<file path="src/rtl/sisc_pkg.sv">
// Shared SISC definitions: opcodes, instruction-field positions and default widths.
package sisc_pkg;

    localparam int PC_W_DEF    = 16;
    localparam int INSTR_W_DEF = 32;

    typedef enum logic [3:0] {
        NOOP   = 4'd0,
        REG_OP = 4'd1,
        REG_IM = 4'd2,
        SWAP   = 4'd3,
        BRA    = 4'd4,
        BRR    = 4'd5,
        BNE    = 4'd6,
        BNR    = 4'd7,
        JPA    = 4'd8,
        JPR    = 4'd9,
        LOD    = 4'd10,
        STR    = 4'd11,
        CALL   = 4'd12,
        RET    = 4'd13,
        HLT    = 4'd15
    } opcode_e;

    // Low bit of each 4-bit field in the instruction word; imm sits at bit 0.
    localparam int FIELD_W    = 4;
    localparam int OPCODE_LSB = 28;
    localparam int MM_LSB     = 24;
    localparam int RS_LSB     = 20;
    localparam int RT_LSB     = 16;
    localparam int RD_LSB     = 12;

endpackage

</file>
<file path="src/rtl/pc_ir_unit_if.sv">
// Control strobes, status, instruction-memory bus and decoded fields of the PC/IR stage.
interface pc_ir_unit_if #(
    parameter int PC_W    = sisc_pkg::PC_W_DEF,
    parameter int INSTR_W = sisc_pkg::INSTR_W_DEF
);
    logic               pc_rst;
    logic               pc_write;
    logic               pc_sel;
    logic               br_sel;
    logic               ir_load;
    logic [3:0]         stat;
    logic [INSTR_W-1:0] imem_data;
    logic [PC_W-1:0]    imem_addr;
    logic [3:0]         opcode;
    logic [3:0]         mm;
    logic [3:0]         rs;
    logic [3:0]         rt;
    logic [3:0]         rd;
    logic [PC_W-1:0]    imm;
    logic               br_taken;
    logic [15:0]        instr_cnt;

    modport master (
        output pc_rst, pc_write, pc_sel, br_sel, ir_load, stat, imem_data,
        input  imem_addr, opcode, mm, rs, rt, rd, imm, br_taken, instr_cnt
    );

    modport slave (
        input  pc_rst, pc_write, pc_sel, br_sel, ir_load, stat, imem_data,
        output imem_addr, opcode, mm, rs, rt, rd, imm, br_taken, instr_cnt
    );
endinterface

</file>
<file path="src/rtl/pc_ir_unit_br_cond.sv">
// Branch-condition evaluator: masks the status CCs with mm and tests per branch opcode.
module br_cond
    import sisc_pkg::*;
(
    input  logic [3:0] opcode,
    input  logic [3:0] mm,
    input  logic [3:0] stat,
    output logic       cond
);

    always_comb begin
        // NOTE: default first so every path assigns cond and no latch is inferred.
        cond = 1'b0;
        case (opcode_e'(opcode))
            BRA, BRR: cond = |(stat & mm);
            BNE, BNR: cond = ~|(stat & mm);
            default:  cond = 1'b0;
        endcase
    end

endmodule

</file>
<file path="src/rtl/pc_ir_unit.sv">
// SISC program counter and instruction register: fetch addressing, IR latch, field split,
// branch resolution and a retired-fetch counter.
module pc_ir_unit
    import sisc_pkg::*;
#(
    parameter int PC_W    = PC_W_DEF,
    parameter int INSTR_W = INSTR_W_DEF
) (
    input  logic         clk,
    input  logic         rst_f,
    pc_ir_unit_if.slave  bus
);

    logic [PC_W-1:0]    pc;
    logic [INSTR_W-1:0] ir;
    logic               br_taken;
    logic [15:0]        instr_cnt;
    logic [PC_W-1:0]    imm;
    logic [PC_W-1:0]    target;
    logic               cond;
    logic               branch;

    assign imm    = ir[PC_W-1:0];
    assign branch = bus.pc_write & bus.pc_sel;
    // Relative targets are taken from the already-incremented PC.
    assign target = bus.br_sel ? imm : pc + imm;

    br_cond u_br_cond (
        .opcode (ir[OPCODE_LSB +: FIELD_W]),
        .mm     (ir[MM_LSB +: FIELD_W]),
        .stat   (bus.stat),
        .cond   (cond)
    );

    always_ff @(posedge clk or negedge rst_f) begin
        if (!rst_f) begin
            pc        <= '0;
            ir        <= '0;
            br_taken  <= 1'b0;
            instr_cnt <= '0;
        end else begin
            // NOTE: non-blocking so every register samples the pre-edge pc/ir,
            // letting a fetch and a branch in one cycle both see the old state.
            if (bus.pc_rst)
                pc <= '0;
            else if (bus.pc_write && !bus.pc_sel)
                pc <= pc + 1'b1;
            else if (branch && cond)
                pc <= target;

            if (bus.ir_load) begin
                ir        <= bus.imem_data;
                instr_cnt <= instr_cnt + 16'd1;
            end

            if (bus.pc_rst)
                br_taken <= 1'b0;
            else if (branch)
                br_taken <= cond;
            else if (bus.ir_load)
                br_taken <= 1'b0;
        end
    end

    assign bus.imem_addr = pc;
    assign bus.opcode    = ir[OPCODE_LSB +: FIELD_W];
    assign bus.mm        = ir[MM_LSB +: FIELD_W];
    assign bus.rs        = ir[RS_LSB +: FIELD_W];
    assign bus.rt        = ir[RT_LSB +: FIELD_W];
    assign bus.rd        = ir[RD_LSB +: FIELD_W];
    assign bus.imm       = imm;
    assign bus.br_taken  = br_taken;
    assign bus.instr_cnt = instr_cnt;

endmodule

</file>
<file path="src/flat_wrapper.sv">
// flat-port wrapper written by rule: the top's interface ports become plain ports
module pc_ir_unit_flat import sisc_pkg::*;
#(
    parameter int PC_W    = PC_W_DEF,
    parameter int INSTR_W = INSTR_W_DEF
)
  (clk, rst_f, bus_pc_rst, bus_pc_write, bus_pc_sel, bus_br_sel, bus_ir_load, bus_stat, bus_imem_data, bus_imem_addr, bus_opcode, bus_mm, bus_rs, bus_rt, bus_rd, bus_imm, bus_br_taken, bus_instr_cnt);
  pc_ir_unit_if #(.PC_W(PC_W), .INSTR_W(INSTR_W)) bus_i ();
  input  logic clk;
  input  logic rst_f;
  input wire logic [$bits(bus_i.pc_rst)-1:0] bus_pc_rst;
  input wire logic [$bits(bus_i.pc_write)-1:0] bus_pc_write;
  input wire logic [$bits(bus_i.pc_sel)-1:0] bus_pc_sel;
  input wire logic [$bits(bus_i.br_sel)-1:0] bus_br_sel;
  input wire logic [$bits(bus_i.ir_load)-1:0] bus_ir_load;
  input wire logic [$bits(bus_i.stat)-1:0] bus_stat;
  input wire logic [$bits(bus_i.imem_data)-1:0] bus_imem_data;
  output wire logic [$bits(bus_i.imem_addr)-1:0] bus_imem_addr;
  output wire logic [$bits(bus_i.opcode)-1:0] bus_opcode;
  output wire logic [$bits(bus_i.mm)-1:0] bus_mm;
  output wire logic [$bits(bus_i.rs)-1:0] bus_rs;
  output wire logic [$bits(bus_i.rt)-1:0] bus_rt;
  output wire logic [$bits(bus_i.rd)-1:0] bus_rd;
  output wire logic [$bits(bus_i.imm)-1:0] bus_imm;
  output wire logic [$bits(bus_i.br_taken)-1:0] bus_br_taken;
  output wire logic [$bits(bus_i.instr_cnt)-1:0] bus_instr_cnt;
  assign bus_i.pc_rst = bus_pc_rst;
  assign bus_i.pc_write = bus_pc_write;
  assign bus_i.pc_sel = bus_pc_sel;
  assign bus_i.br_sel = bus_br_sel;
  assign bus_i.ir_load = bus_ir_load;
  assign bus_i.stat = bus_stat;
  assign bus_i.imem_data = bus_imem_data;
  assign bus_imem_addr = bus_i.imem_addr;
  assign bus_opcode = bus_i.opcode;
  assign bus_mm = bus_i.mm;
  assign bus_rs = bus_i.rs;
  assign bus_rt = bus_i.rt;
  assign bus_rd = bus_i.rd;
  assign bus_imm = bus_i.imm;
  assign bus_br_taken = bus_i.br_taken;
  assign bus_instr_cnt = bus_i.instr_cnt;
  pc_ir_unit #(.PC_W(PC_W), .INSTR_W(INSTR_W)) u_core (.clk(clk), .rst_f(rst_f), .bus(bus_i));
endmodule
</file>
<file path="config.mk">
export PLATFORM = sky130hd
export DESIGN_NAME = pc_ir_unit_flat
export DESIGN_NICKNAME = d
export VERILOG_FILES = /design/src/rtl/sisc_pkg.sv /design/src/rtl/pc_ir_unit_if.sv /design/src/rtl/pc_ir_unit_br_cond.sv /design/src/rtl/pc_ir_unit.sv /design/src/flat_wrapper.sv
export SDC_FILE = /design/constraint.sdc
export NUM_CORES = 1
export LEC_CHECK = 0
export CORE_MARGIN = 4
export CORE_UTILIZATION = 52
export CTS_CLUSTER_DIAMETER = 50
export DETAILED_ROUTE_END_ITERATION = 7
export PLACE_DENSITY = 0.95
export SLEW_MARGIN = 40
export SYNTH_ARGS = -nofsm -noshare
export SYNTH_HDL_FRONTEND = slang
export SYNTH_SLANG_ARGS = --single-unit
export TNS_END_PERCENT = 10
</file>
<file path="constraint.sdc">
create_clock -name clk -period 4.55 [get_ports clk]
set_input_delay 1.365 -clock clk [delete_from_list [all_inputs] [get_ports clk]]
set_output_delay 1.365 -clock clk [all_outputs]
set_load 0.01 [all_outputs]
</file>
==> summary.md <==
| Metric | Value |
|---|---|
| DR vias/cell | 6.03 |
| Total congestion overflow | 0 |
| Post-CTS Setup Bufs | 0 |
| Post-synth ARST share | 100% |
| Placed cells | around 600 |
| Clock latency on the worst-skew pair | 0.35 ns |
| Ranking of synthesized cells by area | dfrtp_1 (41%), mux2_2 (8.7%), ha_1 (5.3%) |
| Final period utilization | 71.9% |
| Seq/Total Area, Yosys | about two fifths |
| Crit path required time | between 4 and 5 ns |
| DR pass1 iterations | 5 |
| Final core utilization | between 70% and 80% |
| Core box area | 7370 um2 |
| Setup_tns | 0 ns |
| Setup slack after placement | approximately 1.0 ns |
| Endpoints failing hold | 0 |
| First-pass GRT wire length | between 15000 and 20000 um |
| Post-DR wirelength/cell | roughly 19 um |
| F_max | around 300 MHz |
| Outcome | finished, final reports clean |
| Final wirelength | roughly 11000 um |
| I/O pin total | approximately 110 |
| Final min period | ~3.3 ns |
| Layout Skew | 0.0105 ns |
| Final cell count without fillers | about 600 |
| Die area | 9140 um2 |
| Endpoints failing setup | 0 |
| Post-CTS Resized | 0 |
| Site Rows | 31 |
| RSZ-0062 raised after global routing | no |
| Worst setup margin | about 1.3 ns |
| FF+latch count, synth | between 60 and 70 |
| P_leak | approximately 2.3 nW |
| DRC | 0 |
| Slowest CP cell | clkdlybuf4s50_1 |
| Die H | ~96 um |
| Gr usage total | approximately 26% |
| Synth cell types | 64 |
| Syn Area/Cell | 9.93 um2 |
| CP max stage delay | about 0.52 ns |
| Cts hold-fix bufs | 0 |
| Hold_ws | 0.500 ns |
| Sequential cell area | 1630 um2 |
| CTS sink count | 65 |
| Antenna cells | 0 |
| Worst-path clk slew | around 0.080 ns |
| Layout cells sized above 1 | 13.1% |
| Largest net degree at the start of global routing | 40 |
| Crit path DAT | 3.46 ns |
| Top_reg_cell synth | dfrtp_1 |
| Die X | 95.6 um |
| Relative slew slack | 48.4% |
| Initial antenna violation count | 0 |
| Synth top area share | slightly above 40% |
| Depth of the CTS H-tree | 3 |
| CTS buffer count | 9 |
| Crit path top cell by count | a211oi_1 |
| Max-cap violation count | 0 |
| Dpl hpwl | between 8000 and 9000 um |
| Post-synth EDFFs | 0 |
| Max Slew Vio Count | 0 |
| CTS Root Cell | clkbuf_8 |
| Placed Area | a little over 5000 um2 |
| VDD IR max | 0.000300 V |
| Post-synthesis cell count | about 400 |
| Area Overhead vs Synth | 34.1% |
| Vias after detailed routing | around 3700 |
| Leading area contributor after synthesis | dfrtp_1 |
| Port bufs | approximately 110 |
| Worst slew pin tran | 0.774 ns |
| Mapped Area | about 4000 um2 |
| Vias in the first global route | 3695 |
| Worst setup EP type | register |
| TritonCTS clock tree | built |
| Total power | 1.73 mW |
| Initial core utilization | 54.2% |
| Startpoint types | input pin |
| Min-delay worst type | register to register |
| Syn_nets | approximately 460 |
| Multi-input logic area | ~2200 um2 |
| Final instance area | around 5400 um2 |
| Nets | 569 |
| DRT iter0 DRCs | a little over 400 |
| Worst setup path category | input pin to register |
| CTS Buffer Depth | 2 |
| Final GP Congestion | 0.939 |
| CP Max Fanout | 12 |
| Yosys warns | 0 |
| Power Density | between 300 and 400 nW/um2 |
| Antenna-violating nets left | 0 |
| Fill count | roughly 490 |
| Worst-path cell chain | clkdlybuf4s50_1 -> nand2_1 -> nor3b_1 -> and3_1 -> nor2_2 -> a211oi_1 -> a211oi_1 |
## layout by cell type, fill, tap and decap left out, drive strengths merged, types with 10 or more instances in the layout
cell and instances:
clkdlybuf4s50 108, a21oi 26, xnor2 17, inv 11, nand3 15, and3 10
nor2 27, ha 17, nand2 36, dfrtp 65, o21ai 25, mux2 31
## cell type report
cell class                 instances  share of cell area [%]
timing repair buffer             115                    21.0
clock inverter                     7                    1.45
multi-input combinational        308                    41.9
clock buffer                       9                    2.31
inverter                           9                   0.631
sequential                        65                    30.4
tap                               99                    2.31
## sequential cells by signal, indices dropped and copies added, names as in the netlist
signal / cells
u_core.ir: 32
u_core.bus.imem_addr: 16
u_core.bus.instr_cnt: 16
u_core.bus.br_taken: 1
## cell families after synthesis
logic type	share of synthesized area, %
buf+inv	3.13
fa+ha+maj	5.83
compound gates	18.5
xor+xnor	5.49
simple gates	16.8
mux	9.50
flops	40.8
## critical path, delay by kind of cell
family | cells | cell delay [ns]
AND/OR/NAND/NOR | 4 | 1.13
buffers and inverters | 1 | 0.52
AO/OA/AOI/OAI | 2 | 0.45
## path summary, 6_finish.rpt
kind	from	end	slack, ns	cells past startpoint
setup / recovery	bus_pc_sel	u_core.bus.imem_addr[1]$_DFFE_PN0P_	1.28	7
setup reg to reg	u_core.bus.imem_addr[0]$_DFFE_PN0P_	u_core.bus.imem_addr[14]$_DFFE_PN0P_	1.76	10
max in group asynchronous	rst_f	u_core.ir[17]$_DFFE_PN0P_	2.55	2
hold reg to reg	u_core.bus.instr_cnt[13]$_DFFE_PN0P_	u_core.bus.instr_cnt[13]$_DFFE_PN0P_	0.50	1
min in group asynchronous	rst_f	u_core.ir[4]$_DFFE_PN0P_	1.06	1
hold / removal	u_core.bus.instr_cnt[13]$_DFFE_PN0P_	u_core.bus.instr_cnt[13]$_DFFE_PN0P_	0.50	1
## power breakdown
part / internal [mW] / switching (mW)
combinational: 0.271 / 0.231
clock: 0.258 / 0.247
sequential: 0.642 / 0.0849
## routing by layer
layer	global-route usage [%]	vias up	wire length, um	part of all wire, %
met3	6.87	29	933	8.2
li1	-	1697	-	-
met1	31.8	1771	4330	38
met4	11.6	0	274	2.4
met2	42.8	191	5820	51
met5	0	-	0	0
## cells in the mapped netlist (all sizes together) (6+ instances only)
cell type / n
nand3: 15
xor2: 8
dfrtp: 65
nor2: 27
o21ai: 25
nand2: 36
clkbuf: 11
buf: 9
inv: 9
mux2: 31
a21o: 6
a21oi: 26
ha: 17
xnor2: 17
and3: 10
Note: power is estimated with default switching activity, not from simulation.
